<file path="src/rtl/matmul_stream_engine.sv">
// ---------------------------------------------------------------------------
// matmul_stream_engine
//   Serial-load matrix multiply engine: C = W x X, with dimensions programmed
//   per job up to MAX_DIM. W then X stream in row-major over a valid/ready
//   input. Results stream out row-major over a valid/ready output, with a
//   last flag on C[row_w-1][col_x-1].
//
// Ports
//   clk        in   rising-edge clock
//   clear_mem  in   asynchronous active-high reset; aborts any job
//   start      in   job request, sampled only while idle
//   row_w, col_w, row_x, col_x  in  job dimensions, captured at start
//   data_in    in   operand element (unsigned)
//   in_valid   in   data_in valid
//   in_ready   out  engine accepts data_in (high while loading W or X)
//   res        out  result element C[i][j]
//   res_valid  out  res valid
//   res_ready  in   sink accepts res
//   res_last   out  res is the final element of the job
//   busy       out  job in progress
//   dim_err    out  the most recent start was rejected
//
// Build option
//   MATMUL_SATURATE_EN : accumulator saturates at 2^ACC_W-1 instead of
//                        wrapping modulo 2^ACC_W.
// ---------------------------------------------------------------------------
module matmul_stream_engine #(
  parameter  int DATA_W  = 4,
  parameter  int MAX_DIM = 4,
  parameter  int ACC_W   = 10,
  localparam int DIM_W   = $clog2(MAX_DIM + 1)
) (
  input  logic              clk,
  input  logic              clear_mem,
  input  logic              start,
  input  logic [DIM_W-1:0]  row_w,
  input  logic [DIM_W-1:0]  col_w,
  input  logic [DIM_W-1:0]  row_x,
  input  logic [DIM_W-1:0]  col_x,
  input  logic [DATA_W-1:0] data_in,
  input  logic              in_valid,
  output logic              in_ready,
  output logic [ACC_W-1:0]  res,
  output logic              res_valid,
  input  logic              res_ready,
  output logic              res_last,
  output logic              busy,
  output logic              dim_err
);

  localparam int IDX_W  = (MAX_DIM > 1) ? $clog2(MAX_DIM) : 1;
  localparam int PROD_W = 2 * DATA_W;
  localparam int SUM_W  = ((ACC_W > PROD_W) ? ACC_W : PROD_W) + 1;
  localparam logic [DIM_W-1:0] MAX_D = DIM_W'(MAX_DIM);
  localparam logic [DIM_W-1:0] ONE   = DIM_W'(1);

  typedef enum logic [2:0] {
    S_IDLE,
    S_LOAD_W,
    S_LOAD_X,
    S_COMPUTE,
    S_OUTPUT
  } state_t;

  state_t state, state_nxt;

  // Job dimensions as captured at start
  logic [DIM_W-1:0] rw, cw, rx, cx;
  // Load position (r,c), output position (i,j), inner-product index k
  logic [DIM_W-1:0] r, c, i, j, k;
  logic [ACC_W-1:0] acc;

  logic [DATA_W-1:0] w_mem [MAX_DIM][MAX_DIM];
  logic [DATA_W-1:0] x_mem [MAX_DIM][MAX_DIM];

  logic              dims_ok;
  logic              beat;
  logic [DIM_W-1:0]  ld_rows, ld_cols;
  logic              ld_last, w_done, x_done, k_done, out_hs;
  logic [PROD_W-1:0] prod;
  logic [ACC_W-1:0]  mac;

  // Counters never exceed MAX_DIM-1, so the low bits address the arrays.
  function automatic logic [IDX_W-1:0] idx(input logic [DIM_W-1:0] v);
    return v[IDX_W-1:0];
  endfunction

  // One accumulate step: wraps modulo 2^ACC_W, or clamps at all-ones when
  // saturation is built in. Products are non-negative, so a clamped
  // accumulator stays at max for the rest of its k loop.
  function automatic logic [ACC_W-1:0] acc_step(input logic [ACC_W-1:0]  a,
                                                input logic [PROD_W-1:0] p);
    logic [SUM_W-1:0] s;
    s = SUM_W'(a) + SUM_W'(p);
`ifdef MATMUL_SATURATE_EN
    if (s > SUM_W'({ACC_W{1'b1}})) begin
      return {ACC_W{1'b1}};
    end
`endif
    return s[ACC_W-1:0];
  endfunction

  assign dims_ok = (row_w != '0) && (col_w != '0) && (row_x != '0) && (col_x != '0) &&
                   (row_w <= MAX_D) && (col_w <= MAX_D) &&
                   (row_x <= MAX_D) && (col_x <= MAX_D) &&
                   (col_w == row_x);

  assign in_ready = (state == S_LOAD_W) || (state == S_LOAD_X);
  assign busy     = (state != S_IDLE);
  assign beat     = in_valid && in_ready;

  // Both load phases share one row/col walker; only the limits differ.
  assign ld_rows = (state == S_LOAD_X) ? rx : rw;
  assign ld_cols = (state == S_LOAD_X) ? cx : cw;
  assign ld_last = beat && (r == ld_rows - ONE) && (c == ld_cols - ONE);
  assign w_done  = ld_last && (state == S_LOAD_W);
  assign x_done  = ld_last && (state == S_LOAD_X);
  assign k_done  = (state == S_COMPUTE) && (k == cw - ONE);
  assign out_hs  = (state == S_OUTPUT) && res_ready;

  assign prod = PROD_W'(w_mem[idx(i)][idx(k)]) * PROD_W'(x_mem[idx(k)][idx(j)]);
  assign mac  = acc_step(acc, prod);

  always_ff @(posedge clk or posedge clear_mem) begin
    if (clear_mem) begin
      state <= S_IDLE;
    end else begin
      state <= state_nxt;
    end
  end

  always_comb begin
    state_nxt = state;
    unique case (state)
      S_IDLE:    if (start && dims_ok) state_nxt = S_LOAD_W;
      S_LOAD_W:  if (w_done)           state_nxt = S_LOAD_X;
      S_LOAD_X:  if (x_done)           state_nxt = S_COMPUTE;
      S_COMPUTE: if (k_done)           state_nxt = S_OUTPUT;
      S_OUTPUT:  if (out_hs)           state_nxt = res_last ? S_IDLE : S_COMPUTE;
      default:                         state_nxt = S_IDLE;
    endcase
  end

  always_ff @(posedge clk or posedge clear_mem) begin
    if (clear_mem) begin
      rw        <= '0;
      cw        <= '0;
      rx        <= '0;
      cx        <= '0;
      r         <= '0;
      c         <= '0;
      i         <= '0;
      j         <= '0;
      k         <= '0;
      acc       <= '0;
      res       <= '0;
      res_valid <= 1'b0;
      res_last  <= 1'b0;
      dim_err   <= 1'b0;
    end else begin
      case (state)
        S_IDLE: begin
          if (start) begin
            rw      <= row_w;
            cw      <= col_w;
            rx      <= row_x;
            cx      <= col_x;
            dim_err <= !dims_ok;
            r       <= '0;
            c       <= '0;
          end
        end
        S_LOAD_W, S_LOAD_X: begin
          if (beat) begin
            if (c == ld_cols - ONE) begin
              c <= '0;
              r <= (r == ld_rows - ONE) ? '0 : r + ONE;
            end else begin
              c <= c + ONE;
            end
          end
          if (x_done) begin
            i   <= '0;
            j   <= '0;
            k   <= '0;
            acc <= '0;
          end
        end
        S_COMPUTE: begin
          // The final MAC goes straight into res so the result is visible
          // the cycle after the last product.
          if (k_done) begin
            res       <= mac;
            res_valid <= 1'b1;
            res_last  <= (i == rw - ONE) && (j == cx - ONE);
            k         <= '0;
          end else begin
            acc <= mac;
            k   <= k + ONE;
          end
        end
        S_OUTPUT: begin
          if (res_ready) begin
            res_valid <= 1'b0;
            res_last  <= 1'b0;
            if (!res_last) begin
              acc <= '0;
              if (j == cx - ONE) begin
                j <= '0;
                i <= i + ONE;
              end else begin
                j <= j + ONE;
              end
            end
          end
        end
        default: ;
      endcase
    end
  end

  // Operand storage carries no reset; only written entries are ever read.
  always_ff @(posedge clk) begin
    if (beat && (state == S_LOAD_W)) w_mem[idx(r)][idx(c)] <= data_in;
    if (beat && (state == S_LOAD_X)) x_mem[idx(r)][idx(c)] <= data_in;
  end

endmodule

</file>
<file path="config.mk">
export PLATFORM = sky130hd
export DESIGN_NAME = matmul_stream_engine
export DESIGN_NICKNAME = d
export VERILOG_FILES = /design/src/rtl/matmul_stream_engine.sv
export SDC_FILE = /design/constraint.sdc
export NUM_CORES = 1
export LEC_CHECK = 0
export BUFFER_PORTS_ARGS = -buffer_cell sky130_fd_sc_hd__buf_2
export CORE_MARGIN = 4
export CORE_UTILIZATION = 25
export CTS_CLUSTER_SIZE = 30
export DETAILED_ROUTE_END_ITERATION = 12
export PLACE_DENSITY = 0.38
export SLEW_MARGIN = 10
export SYNTH_ARGS = -nofsm -noshare
export SYNTH_HDL_FRONTEND = slang
export SYNTH_SLANG_ARGS = --single-unit
</file>
<file path="constraint.sdc">
create_clock -name clk -period 7.1 [get_ports clk]
set_input_delay 1.065 -clock clk [delete_from_list [all_inputs] [get_ports clk]]
set_output_delay 1.065 -clock clk [all_outputs]
set_load 0.01 [all_outputs]
</file>
# Word level (Yosys, flattened, before mapping)
# Memory sizes are Yosys's and may differ from the RTL's.
# Cells that the tools add are included.
[totals]
reg_bits = 53
ramBits = 128
out_inout_bits = 15
n_memories = 2
[op_classes]
addsub = 11
multipliers = 1
magnitude_cmp = 8
eq_ne = 23
mux = 50
bitwise_logic = 3
reduce_logical = 44
[mem_list]
columns = ["memory", "words", "width", "read_ports", "rd_ports_with_merged_regs", "wr", "line_no", "rtl"]
rows = [
  ["w_mem", 4, 16, 1, 0, 1, "73", "logic [DATA_W-1:0] w_mem [MAX_DIM][MAX_DIM];"],
  ["x_mem", 4, 16, 1, 0, 1, "74", "logic [DATA_W-1:0] x_mem [MAX_DIM][MAX_DIM];"],
]
[ops]
columns = ["cell", "count"]
rows = [
  ["two-way mux 3 bit", 21],
  ["two-way mux 10 bit", 4],
  ["two-way mux 16 bit", 2],
  ["case mux 10 bit (3 select lines)", 1],
  ["case mux 3 bit (2 select lines)", 5],
  ["inequality test 2 bit, second input constant", 12],
  ["logical AND 1 bit", 20],
  ["two-way mux 4 bit", 5],
  ["== test 3 bit", 6],
  ["nonzero test 3 bit", 6],
  ["binary-select mux 4 bit (select 2 bit)", 2],
  ["adder 3 x 1 -> 3 bit, second input constant", 5],
  ["case mux 3 bit (5 select lines)", 1],
  ["AND reduction 5 bit", 3],
  ["subtractor 3 x 1 -> 3 bit, second input constant", 5],
  ["less-or-equal comparator 3 bit, second input constant", 4],
  ["adder 10 x 8 -> 10 bit", 1],
  ["greater-or-equal comparator 3 bit, second input constant", 3],
  ["NOT 2 -> 3 bit", 3],
  ["demux 4 bit (select 2 bit)", 1],
  ["multiplier 4 x 4 -> 8 bit", 1],
  ["AND reduction 4 bit", 2],
  ["nonzero test 2 bit", 4],
  ["== test 3 x 2 -> 1 bit, second input constant", 2],
  ["other kinds (13)", 21],
]

# Longest topological paths before layout
[logic_depth]
depth_word = 12
mapped_depth = 18
depth_no_buf = 16

# Least setup slack after synthesis
# OpenSTA, ideal clock, no wires.
[synth_timing]
path_type = "register to register"
from = "reg k[0]"
to = "reg res[7]"
arrival_time_ps = 4881
required_ps = 6975
slack_ps = 2095
stages_incl_launch_ff = 16
synth_period_minus_slack_ps = 5005
path_cell_list = "dfrtp_1 -> buf_2 -> buf_1 -> mux4_2 -> mux4_2 -> nand2_1 -> fa_1 -> fa_1 -> fa_1 -> inv_1 -> ha_1 -> a21o_1 -> a211oi_1 -> o21bai_1 -> xor2_1 -> mux2_2"
[synth_via]
elab_chain_len = 6
elab_cells_between_ends = 13
[synth_rtl]
columns = ["element", "line_no", "rtl"]
rows = [
  ["start: declaration", "70", "logic [DIM_W-1:0] r, c, i, j, k;"],
  ["start signal: assignment", "199", "k <= k + ONE;"],
  ["memory (4 x 16 bit) / NOT 2 -> 3 bit (equally long branches)", "-", ""],
  ["binary-select mux 4 bit (select 2 bit)", "121", "assign prod = PROD_W'(w_mem[idx(i)][idx(k)]) * PROD_W'(x_mem[idx(k)][idx(j)]);"],
  ["two-way mux 4 bit (implied by the code) (2 in a row)", "121", ""],
  ["multiplier 4 x 4 -> 8 bit", "121", ""],
  ["adder 10 x 8 -> 10 bit", "94", "s = SUM_W'(a) + SUM_W'(p);"],
  ["end signal: assignment", "193", "res <= mac;"],
  ["end: declaration", "43", "output logic [ACC_W-1:0] res,"],
]
# Several ways; a longest one is shown, not always the timed one. The select of a mux whose other input is x is not followed.
# A chain may end at the register's enable or synchronous reset.

# Worst setup path in the final report
# Same ends and word-level chain as after synthesis.

==> summary.txt <==
Run status
  – Status: complete, no violations

Final layout
  – Share of layout cells above drive strength 1: 20.76%
  – Synth-to-Final Area Change: 15.03%
  – Non-filler instance count after layout: 1110
  – N_diodes: 0
  – Most common cell after layout, fill and taps aside: edfxtp_1
  – Register area: 5170 um^2
  – Area of the multi-input gates: 3314 um^2
  – Fill count: 3474
  – NumNets Final: 706
  – Commonest non-fill, non-tap cells in the layout: 128 x edfxtp_1, 53 x dfrtp_1, 43 x nand2_1, 40 x mux4_2

Logic synthesis
  – Netlist cell types: 54
  – Yosys warnings: 0
  – Mapped Cells: 603
  – Post-synthesis net count: 667
  – Yosys top cell area share: 44.04%
  – Post-synth EDFFs: 128
  – Main flop type after synthesis: edfxtp_1
  – Seq cells post-synth: 181
  – Avg Synthesized Cell Area: 14.47 um^2
  – Register area share after synthesis: 59.24%
  – Area leader, netlist: edfxtp_1
  – Async set or reset register ratio after synthesis: 29.28%
  – Synth Cell Area: 8727 um^2
  – Top post-synthesis cells by area: edfxtp_1 44%, dfrtp_1 15%, mux4_2 10%

Setup path
  – Reg-to-Reg Start: k[0]$_DFFE_PP0P_
  – CP dominant cell by count: fa_1
  – Crit Path Max Fanout: 17
  – Crit-path slowest cell: dfrtp_1
  – Crit path kind: flop to flop
  – Critical path data required time: 7.42 ns
  – Largest stage delay, worst path: 1.03 ns
  – CP startpoint: k[0]$_DFFE_PP0P_
  – Bufs and invs on worst path: 1
  – Critical Path Source Type: flop
  – Crit. End Element: flop
  – Crit-path cells: mux4_2 > mux4_2 > nand2_1 > fa_1 > fa_1 > fa_1 > inv_1 > ha_1 > a21o_1 > a211oi_1 > o21bai_1 > xor2_1 > mux2_2
  – CP top delay family: adder cells
  – Arrival time worst endpoint: 5.79 ns

Global routing
  – Largest net degree at the start of global routing: 54
  – Total GRT Usage: 11.48%
  – First-pass GRT wire length: 33350 um
  – GRT overflow: 0
  – Initial antenna violation count: 0
  – Number of global-route vias before repair: 5387

STA
  – Setup total negative slack: 0 ns
  – Slew HR: 28.67%
  – Final slew viol count: 0
  – Final min period: 5.474 ns
  – Unrepaired setup endpoints after global routing: false
  – Final setup viols: 0
  – Worst-Margin Slew: 1.066 ns
  – Fmax achieved: 182.7 MHz
  – Hold Violations, Final: 0
  – Clock Skew: 0.01384 ns
  – Tcrit/Tclk final: 77.10%

Floorplanning
  – IO Pins: 36
  – # rows: 68
  – Initial Util: 25.33%
  – Core area: 34460 um^2
  – Die Y: 194.8 um
  – Die width: 194.8 um
  – Die Area: 37960 um^2

Clock network
  – CTS tree: built
  – Clk slew on worst S/H paths: 0.08 ns
  – Post-CTS sizing: 0
  – Post-cts hold buffer count: 0
  – Root Buffer: clkbuf_16
  – CTS Buffer Depth: 2
  – Worst-skew pair later-pin latency: 0.44 ns
  – Setup Buffers After CTS: 0
  – H-Tree Depth: 4
  – CTS Buf Count: 17
  – Clock sink count: 181

Detailed routing
  – Detailed Routing Iterations Pass 1: 4
  – WL final: 21390 um
  – Avg WL per Cell: 19.27 um
  – Vias: 5061
  – DRC: 0
  – Vias per inst: 4.559
  – Antenna Violating Nets Remaining: 0
  – Initial drt markers: 271

Placed design
  – # placed instances: 1078
  – Final HPWL DP: 15110 um
  – Gpl congestion: 0.7356
  – Port bufs: 35

Job
  – Max-cap violations: 0

Pwr
  – Pwr Density: 234.6 nW/um^2
  – Leak: 0.003930 uW
  – Worst vdd ir: 0.1724 mV

Hold path
  – Worst min path class: flop to flop
  – Hold path startpoint: res[4]$_DFFE_PP0P_
report_power, final:
group          leakage, uW  switching (uW)  internal, uW
sequential         0.00183            18.5          1150
clock             0.000300             498           487
combinational      0.00180             125          77.1
worst paths after layout:
kind	slack, ns	depth (start not counted)	end
setup / recovery	1.63	13	res[7]$_DFFE_PP0P_
hold / removal	0.48	2	res[4]$_DFFE_PP0P_
setup reg to reg	1.63	13	res[7]$_DFFE_PP0P_
hold reg to reg	0.48	2	res[4]$_DFFE_PP0P_
max in group asynchronous	5.78	3	c[0]$_DFFE_PP0P_
min in group asynchronous	0.82	3	res[6]$_DFFE_PP0P_
flip-flops by register name, indices dropped and copies added (netlist names):
| register | count |
|---|---|
| i | 3 |
| res | 10 |
| k | 3 |
| x_mem | 64 |
| w_mem | 64 |
| state | 3 |
| res_last | 1 |
| res_valid | 1 |
| rx | 3 |
| acc | 10 |
| rw | 3 |
| cw | 3 |
| dim_err | 1 |
| cx | 3 |
| j | 3 |
| c | 3 |
| r | 3 |
area by class of cell:
cell class	instances	area share, %
Clock inverter	15	1.882
Tap cell	455	5.671
Inverter	36	1.346
Clock buffer	17	4.238
Sequential cell	181	51.50
Timing Repair Buffer	43	2.343
Multi-Input combinational cell	363	33.02
cell usage after synthesis, drive strengths merged, types with 5 or more instances:
cell    count
nand2b      7
xor2       18
edfxtp    128
mux2i      10
o21ai      28
nor2       16
a21oi       6
and2       10
ha         34
mux4       40
nor3        6
nand2      43
mux2       12
buf        11
xnor2      10
a31oi       5
inv        36
and3       33
clkbuf     12
dfrtp      53
fa          9
a21o        5
a32oi       6
nand3      23
a211oi      5
tightest hold or removal path, stage by stage, from the launching register on:
cell,delay (ns)
dfrtp_1,0.34
nand2_1,0.05
o21ai_0,0.06
metrics by stage:
| step | hold slack [ns] | cell area (um^2) | setup WS, ns | util [%] | power [uW] |
|---|---|---|---|---|---|
| 3_5_place_dp | 0.4649 | 9424 | 1.542 | 27.35 | 1397 |
| 2_1_floorplan | 0.4700 | 8727 | 2.095 | - | 1324 |
| 3_3_place_gp | 0.4571 | 9424 | 1.555 | 27.35 | 1395 |
| 4_1_cts | 0.4816 | 10040 | 1.512 | 29.13 | 2381 |
| 5_1_grt | 0.5101 | 10040 | 1.202 | 29.13 | 2462 |
| 6_report | 0.4775 | 10040 | 1.626 | 29.13 | 2355 |
kinds of logic (layout without fill, tap and decap cells):
| kind of cell | after synthesis | count (layout) | share of synthesized area (%) |
|---|---|---|---|
| xor gates and xnor gates | 28 | 28 | 2.896 |
| adders and majority gates | 43 | 43 | 6.939 |
| AOI/OAI and AO/OA | 74 | 74 | 5.620 |
| muxes | 62 | 62 | 13.20 |
| DFF | 181 | 181 | 59.24 |
| and+or+nand+nor | 156 | 156 | 9.319 |
| buffers and inverters | 59 | 111 | 2.781 |
routing by layer:
| layer | track usage [%] | up-vias | routed length [um] |
|---|---|---|---|
| li1 | - | 2353 | - |
| met1 | 16.31 | 2612 | 10160 |
| met2 | 18.10 | 79 | 10250 |
| met3 | 2.305 | 17 | 725 |
| met4 | 2.948 | 0 | 250 |
| met5 | 0 | - | 0 |
Power figures use the tool's default switching activity.
